===== src/rtl/exe_issue_ctrl.sv =====
// Instruction issue sequencer: clears the register file after reset, then issues one fetched word at a time to execute.
// Accepts a word only in IDLE; MV/ALU occupy 2+SETTLE_CYCLES cycles and an OUTW waits on out_ready with its fields held.
module exe_issue_ctrl #(
    parameter int CLR_CYCLES    = 16,
    parameter int SETTLE_CYCLES = 1,
    parameter int CNT_W         = 16
) (
    input  logic             clk,
    input  logic             rst_n,
    input  logic             instr_valid,
    input  logic [31:0]      instr,
    output logic             instr_ready,
    output logic             exe_rst,
    output logic             exe_en,
    output logic [1:0]       exe_pfix,
    output logic [5:0]       exe_opcode,
    output logic [3:0]       exe_rs,
    output logic [3:0]       exe_rd,
    output logic [15:0]      exe_imm,
    output logic             out_valid,
    input  logic             out_ready,
    output logic [3:0]       out_rd,
    output logic [15:0]      out_imm,
    output logic             halted,
    output logic             illegal,
    output logic [CNT_W-1:0] retired_cnt
);

    localparam int MAXC = (CLR_CYCLES > SETTLE_CYCLES) ? CLR_CYCLES : SETTLE_CYCLES;
    localparam int TW   = (MAXC > 1) ? $clog2(MAXC) : 1;

    localparam logic [TW-1:0] CLR_LOAD    = TW'(CLR_CYCLES - 1);
    localparam logic [TW-1:0] SETTLE_LOAD = TW'(SETTLE_CYCLES - 1);

    localparam logic [5:0] OP_NOP  = 6'b000000;
    localparam logic [5:0] OP_MV   = 6'b000011;
    localparam logic [5:0] OP_ADD  = 6'b000100;
    localparam logic [5:0] OP_XOR  = 6'b001010;
    localparam logic [5:0] OP_OUTW = 6'b001101;
    localparam logic [5:0] OP_HALT = 6'b111111;

    typedef enum logic [2:0] {
        S_CLR,
        S_IDLE,
        S_ISSUE,
        S_SETTLE,
        S_OUT,
        S_HALT
    } state_t;

    state_t        state, state_nxt;
    logic [TW-1:0] tmr, tmr_nxt;
    logic          accept;
    logic          retire;
    logic          set_illegal;

    // Decode works on the latched fields, which stay put for the whole instruction.
    logic op_mvalu, pfix_ok, is_exec, is_nop, is_outw, is_halt;

    assign op_mvalu = (exe_opcode == OP_MV) ||
                      ((exe_opcode >= OP_ADD) && (exe_opcode <= OP_XOR));
    assign pfix_ok  = (exe_pfix == 2'b00) || (exe_pfix == 2'b11);
    assign is_exec  = op_mvalu && pfix_ok;
    assign is_nop   = (exe_opcode == OP_NOP);
    assign is_outw  = (exe_opcode == OP_OUTW);
    assign is_halt  = (exe_opcode == OP_HALT);

    assign exe_rst     = (state == S_CLR);
    assign instr_ready = (state == S_IDLE);
    assign out_valid   = (state == S_OUT);
    assign halted      = (state == S_HALT);
    assign out_rd      = exe_rd;
    assign out_imm     = exe_imm;

    always_comb begin
        state_nxt   = state;
        tmr_nxt     = tmr;
        accept      = 1'b0;
        retire      = 1'b0;
        set_illegal = 1'b0;
        exe_en      = 1'b0;
        case (state)
            S_CLR: begin
                if (tmr == '0) begin
                    state_nxt = S_IDLE;
                end else begin
                    tmr_nxt = tmr - TW'(1);
                end
            end
            S_IDLE: begin
                if (instr_valid) begin
                    accept    = 1'b1;
                    state_nxt = S_ISSUE;
                end
            end
            S_ISSUE: begin
                if (is_exec) begin
                    exe_en    = 1'b1;
                    tmr_nxt   = SETTLE_LOAD;
                    state_nxt = S_SETTLE;
                end else if (is_nop) begin
                    retire    = 1'b1;
                    state_nxt = S_IDLE;
                end else if (is_outw) begin
                    state_nxt = S_OUT;
                end else if (is_halt) begin
                    retire    = 1'b1;
                    state_nxt = S_HALT;
                end else begin
                    set_illegal = 1'b1;
                    state_nxt   = S_IDLE;
                end
            end
            S_SETTLE: begin
                if (tmr == '0) begin
                    retire    = 1'b1;
                    state_nxt = S_IDLE;
                end else begin
                    tmr_nxt = tmr - TW'(1);
                end
            end
            S_OUT: begin
                if (out_ready) begin
                    retire    = 1'b1;
                    state_nxt = S_IDLE;
                end
            end
            S_HALT: begin
                state_nxt = S_HALT;
            end
            default: begin
                state_nxt = S_CLR;
                tmr_nxt   = CLR_LOAD;
            end
        endcase
    end

    always_ff @(posedge clk) begin
        if (!rst_n) begin
            state       <= S_CLR;
            tmr         <= CLR_LOAD;
            exe_pfix    <= '0;
            exe_opcode  <= '0;
            exe_rs      <= '0;
            exe_rd      <= '0;
            exe_imm     <= '0;
            illegal     <= 1'b0;
            retired_cnt <= '0;
        end else begin
            state <= state_nxt;
            tmr   <= tmr_nxt;
            if (accept) begin
                exe_pfix   <= instr[31:30];
                exe_opcode <= instr[29:24];
                exe_rs     <= instr[23:20];
                exe_rd     <= instr[19:16];
                exe_imm    <= instr[15:0];
            end
            if (set_illegal) begin
                illegal <= 1'b1;
            end
            if (retire) begin
                retired_cnt <= retired_cnt + CNT_W'(1);
            end
        end
    end

endmodule


===== config.mk =====
export PLATFORM = sky130hd
export DESIGN_NAME = exe_issue_ctrl
export DESIGN_NICKNAME = d
export VERILOG_FILES = /design/src/rtl/exe_issue_ctrl.sv
export SDC_FILE = /design/constraint.sdc
export NUM_CORES = 1
export LEC_CHECK = 0
export CAP_MARGIN = 0
export CORE_MARGIN = 5
export CORE_UTILIZATION = 44
export DETAILED_ROUTE_END_ITERATION = 8
export HOLD_SLACK_MARGIN = 0.15
export PLACE_DENSITY = 0.79
export SKIP_CTS_REPAIR_TIMING = 1
export SYNTH_ARGS = -nofsm -noshare
export SYNTH_HDL_FRONTEND = slang
export SYNTH_SLANG_ARGS = --single-unit

===== constraint.sdc =====
create_clock -name clk -period 2.5 [get_ports clk]
set_clock_uncertainty 0.15 [all_clocks]
set_input_delay 0.625 -clock clk [delete_from_list [all_inputs] [get_ports clk]]
set_output_delay 0.625 -clock clk [all_outputs]
set_load 0.02 [all_outputs]

Word-level counts from Yosys, hierarchy flattened
Cells that the tools add are included.
- order comparisons: 2
- muxes and demuxes: 27
- add/sub/neg operators: 2
- div/mod/pow operators: 0
- bitwise operators: 1
- $mul: 0
- shift operators: 0
- eq/ne operators: 14
- reduce and logical (&&, ||, !) cells: 12
- operator list (operator ; number):
    2-to-1 mux 3 bit ; 7
    adder 16 x 1 -> 16 bit, second input constant ; 1
    2-to-1 mux 1 bit ; 15
    one-hot mux 3 bit (5 select lines) ; 1
    one-hot mux 4 bit (3 select lines) ; 1
    2-to-1 mux 4 bit ; 2
    == test 3 x 2 -> 1 bit, second input constant ; 2
    == test 3 bit, second input constant ; 2
    == test 6 x 2 -> 1 bit, second input constant ; 1
    == test 6 x 4 -> 1 bit, second input constant ; 1
    == test 6 bit, second input constant ; 1
    >= comparator 6 x 3 -> 1 bit, second input constant ; 1
    less-or-equal comparator 6 x 4 -> 1 bit, second input constant ; 1
    zero test 6 bit ; 1
    != test 2 bit, second input constant ; 3
    AND reduction 3 bit ; 2
    zero test 4 bit ; 1
    != test 2 x 1 -> 1 bit, second input constant ; 2
    subtractor 4 x 1 -> 4 bit, second input constant ; 1
    == test 3 x 1 -> 1 bit, second input constant ; 1
    zero test 3 bit ; 1
    one-hot mux 1 bit (3 select lines) ; 1
    OR reduction 3 bit ; 1
    == test 2 bit, second input constant ; 1
    other kinds (5) ; 7
- output and inout port bits: 74
- RAM bits: 0
- bits in read-only memories: 0
- register bits after elaboration: 56
- bits in latches: 0
- input bits: 36
- memories: 0

Logic depth before layout (Yosys ltp)
- depth after elaboration: 6
- mapped depth: 9
- gate-level depth less buffers: 7

Worst setup path before layout
Ideal clock, no wire load.
- path kind: flip-flop to flip-flop
- start point: reg exe_pfix[0]
- end point: reg tmr[3]
- data arrival time: 1.877 ns
- required time: 2.230 ns
- buffers on the path: 1
- setup slack: 0.353 ns
- cell stages (with the launch flop): 7
- cell sequence: dfxtp_1 > xor2_1 > or3_4 > or3b_1 > buf_2 > a22o_1 > a211o_1
- word-level cells in the longest chain between the ends: 5
- elaborated cells on any way between the ends: 6
- RTL lines (element ; line ; source):
    from (decl) ; 15 ; output logic [1:0] exe_pfix,
    from (signal assigned) ; 153 ; exe_pfix <= instr[31:30];
    == test 2 bit or zero test 2 bit (tied branches) ; 62 ; assign pfix_ok = (exe_pfix == 2'b00) || (exe_pfix == 2'b11);
    logical OR 1 bit * ; 62 ;
    logical AND 1 bit * ; 63 ; assign is_exec = op_mvalu && pfix_ok;
    != test 2 bit (no source line) * ; -- ;
    AND reduction 3 bit (no source line) * ; -- ;
    to (signal assigned) ; 151 ; tmr <= tmr_nxt;
    to (decl) ; 52 ; logic [TW-1:0] tmr, tmr_nxt;
Every way passes the cells marked *; elsewhere a longest branch is shown, timed or not.
A chain may end at the register's enable or synchronous reset.

Worst setup path after layout
- start point: reg state[0]
- end point: out exe_rst
- word-level cells in the longest chain between the ends: 1
- RTL lines (element ; line ; source):
    from (decl) ; 51 ; state_t state, state_nxt;
    from (signal assigned) ; 150 ; state <= state_nxt;
    zero test 3 bit ; 68 ; assign exe_rst = (state == S_CLR);
    to (decl) ; 13 ; output logic exe_rst,
Every way passes these cells.

==> results.cfg <==
[synthesis]
synth-simple-area-share_pct = 28.0
synth_compound_area_share_pct = 16.9
syn_inst = 367
synth_mux_area_share_pct = 4.59
synthArstFlopShare_pct = 0
syn_avg_cell_area_um2 = 7.73
synth_top_family_by_area = simple AND/OR/NAND/NOR gates
synthAdderAreaFrac_pct = 0.882
ys_warn_count = 0
ys_seq_area_share_pct = 39.5
yosys_register_bits = 56
synth-edff-count = 0
syn_nets = 405
synth_xor_area_share_pct = 0.617
ys.flop_type = dfxtp_1
syn-cell-area_um2 = 2840
yosysUniqueCellTypes = 52

[hold_path]
hold_path_class = flip-flop to flip-flop

[critical_path]
slowest_delay_ps = 660
critPathLaunchType = flip-flop
required_ps = 1730
cpLargestDelayFamily = buffers and inverters
critPathKind = flip-flop to output pin
cp-end-kind = output pin
critPathMaxFanout = 7
cp_num_buf_inv = 2
cp_slowest_cell = clkdlybuf4s50_1
cp.arrival_ps = 1680
cp_cell_sequence = buf_4 -> nor3_1 -> clkdlybuf4s50_1

[timing]
hold_viol_final = 0
layout_min_cycle_time_ps = 2460
layout_setup_ws_ps = 44.9
min_period_over_period_pct = 98.2
max_freq_ghz = 0.407
slew_headroom_pct = 72.9
finalSetupViolations = 0
slew_viol_final = 0
whs_ps = 317
worst_slew_pin_slew_ps = 403

[power]
power_mw = 2.82
power.switching_mw = 0.999
peakVddDrop_mv = 0.592
power.leakage_nw = 1.49
intPower_mw = 1.82
comb_power_share_pct = 40.3
p_seq_share_pct = 38.5
clockPowerShare_pct = 21.1
power.density_nw_per_um2 = 691
swShare_pct = 35.4

[global_routing]
grt_pass1_vias = 2695
grt_pass1_wl_um = 12700
grt_util_met2_pct = 29.6
grtUsageMet1_pct = 22.8
antenna_found_initial = 0
use_met3_pct = 7.33
grt_busiest_layer = met2
grt_use_total_pct = 18.6
grt_max_degree = 37
grt_overflow = 0

[placed_design]
gp_congestion = 0.809
port_buffers = 109
dpl.hpwl_um = 5670
dp.cells = 533
place_ws_ps = -9.11

[drt]
vias_per_cell = 5.24
antenna_left = 0
drtIter0Drc = 217
firstDrtPassIters = 4
drc_errors = 0
wl_um = 7690
post_drt_wl_per_cell_um = 14.2
num_vias = 2837

[layout]
fillCellCount = 557
utilization_pct = 64.7
drive_gt1_share_pct = 8.19
seq_area_um2 = 1120
multiInputGateArea_um2 = 1450
antenna_cells = 0
layout.cells.non_filler = 541
nNetsFinal = 501
area_growth_pct = 43.9

[clock_tree]
cts_tree = done
clk_pin_slew_ps = 100
clockBufferDepth = 2
clock-root-buffer = clkbuf_8
clock-sinks = 56
clk_latency_ps = 310
cts_max_level = 2
tritoncts.num_buffers = 5

[floorplanning]
core-area_um2 = 6310
start_util_pct = 44.9
rows = 29
die_h_um = 90.3
pin_count = 110
die_area_um2 = 8150
die_width_um = 90.3

[status]
status = complete, no violations

[flow_run]
max-cap-violations = 0
worst reg2reg max path: stages, from the launching register on:
cell and delay, ps:
dfxtp_1 330, xor2_1 150, or3_4 340, buf_4 150, or3b_1 480, a22o_1 250
a211o_1 280
power groups by stage:
stage          registers (mW)  logic (mW)  clock network [mW]
2_1_floorplan            1.16       0.644                   0
3_3_place_gp             1.10        1.11                   0
3_5_place_dp             1.10        1.14                   0
4_1_cts                  1.09        1.14               0.614
5_1_grt                  1.11        1.25               0.658
6_report                 1.09        1.14               0.596
state kept, by name, indices dropped and copies added, names as in the netlist, 2 cells and up:
| signal | flops |
|---|---|
| exe_imm | 16 |
| exe_opcode | 6 |
| exe_pfix | 2 |
| exe_rd | 4 |
| exe_rs | 4 |
| retired_cnt | 16 |
| state | 3 |
| tmr | 4 |
layout make-up:
type	instances	share of cell area (%)
clock buffer	5	1.69
clock inverter	3	1.04
inverter	6	0.552
tap	77	2.36
timing repair buffer	132	31.3
sequential	56	27.5
multi-input combinational	262	35.6
Yosys cell counts, types with 2 or more instances:
master	instances	area share [%]
or3_1	4	0.88
o21a_1	2	0.53
nand4b_1	2	0.62
nor3b_1	2	0.53
ha_1	2	0.88
and2_1	4	0.88
nand2b_1	15	3.3
o21ai_0	5	0.88
nor2b_1	6	1.3
xor2_1	2	0.62
nor3_1	3	0.53
buf_4	20	5.3
nor4_1	2	0.44
dfxtp_1	56	40
o31a_1	2	0.62
nand4_1	7	1.5
o22ai_1	8	1.8
nand3_1	13	2.3
buf_2	8	1.4
a21oi_1	43	7.6
nand2_1	93	12
nor2_1	9	1.2
inv_1	5	0.66
mux2i_1	13	4.6
clkbuf_1	14	1.9
layout by cell type (no fill, tap or decap), types with 7 or more instances in the layout:
cell | synthesis | routed
nand4_1 | 7 | 7
nand2b_1 | 15 | 15
o22ai_1 | 8 | 8
nor2_1 | 9 | 8
mux2i_1 | 13 | 13
buf_4 | 20 | 22
clkdlybuf4s50_1 | 0 | 105
nand2_1 | 93 | 93
dfxtp_1 | 56 | 56
nand3_1 | 13 | 13
a21oi_1 | 43 | 43
logic make-up (layout without fill, tap and decap cells):
family,Yosys count,in the layout
xor+xnor,2,2
compound gates,78,78
mux,13,13
fa+ha+maj,2,2
flops,56,56
simple gates,167,167
buf+inv,49,146
routing by layer:
| layer | wire length [um] | up-vias |
|---|---|---|
| met1 | 3340 | 1304 |
| met3 | 613 | 10 |
| met4 | 144 | 0 |
| met5 | 0 | - |
| li1 | - | 1433 |
| met2 | 3600 | 90 |
final timing paths:
check	startpoint	depth (start not counted)	end	slack [ps]
worst max register to register	exe_pfix[0]	6	tmr[3]	290
worst min register to register	exe_rs[1]	2	exe_rs[1]	320
worst min-delay path	exe_rs[1]	2	exe_rs[1]	320
worst max-delay path	state[0]	3	exe_rst	40
stage by stage:
stage          setup TNS, ps  cell area [um2]
2_1_floorplan              0             2840
3_3_place_gp           -1.91             3960
3_5_place_dp           -9.11             3960
4_1_cts                 -551             4080
5_1_grt                -3.79             4080
6_report                   0             4080
No activity file was read; power rests on OpenSTA's default activity.
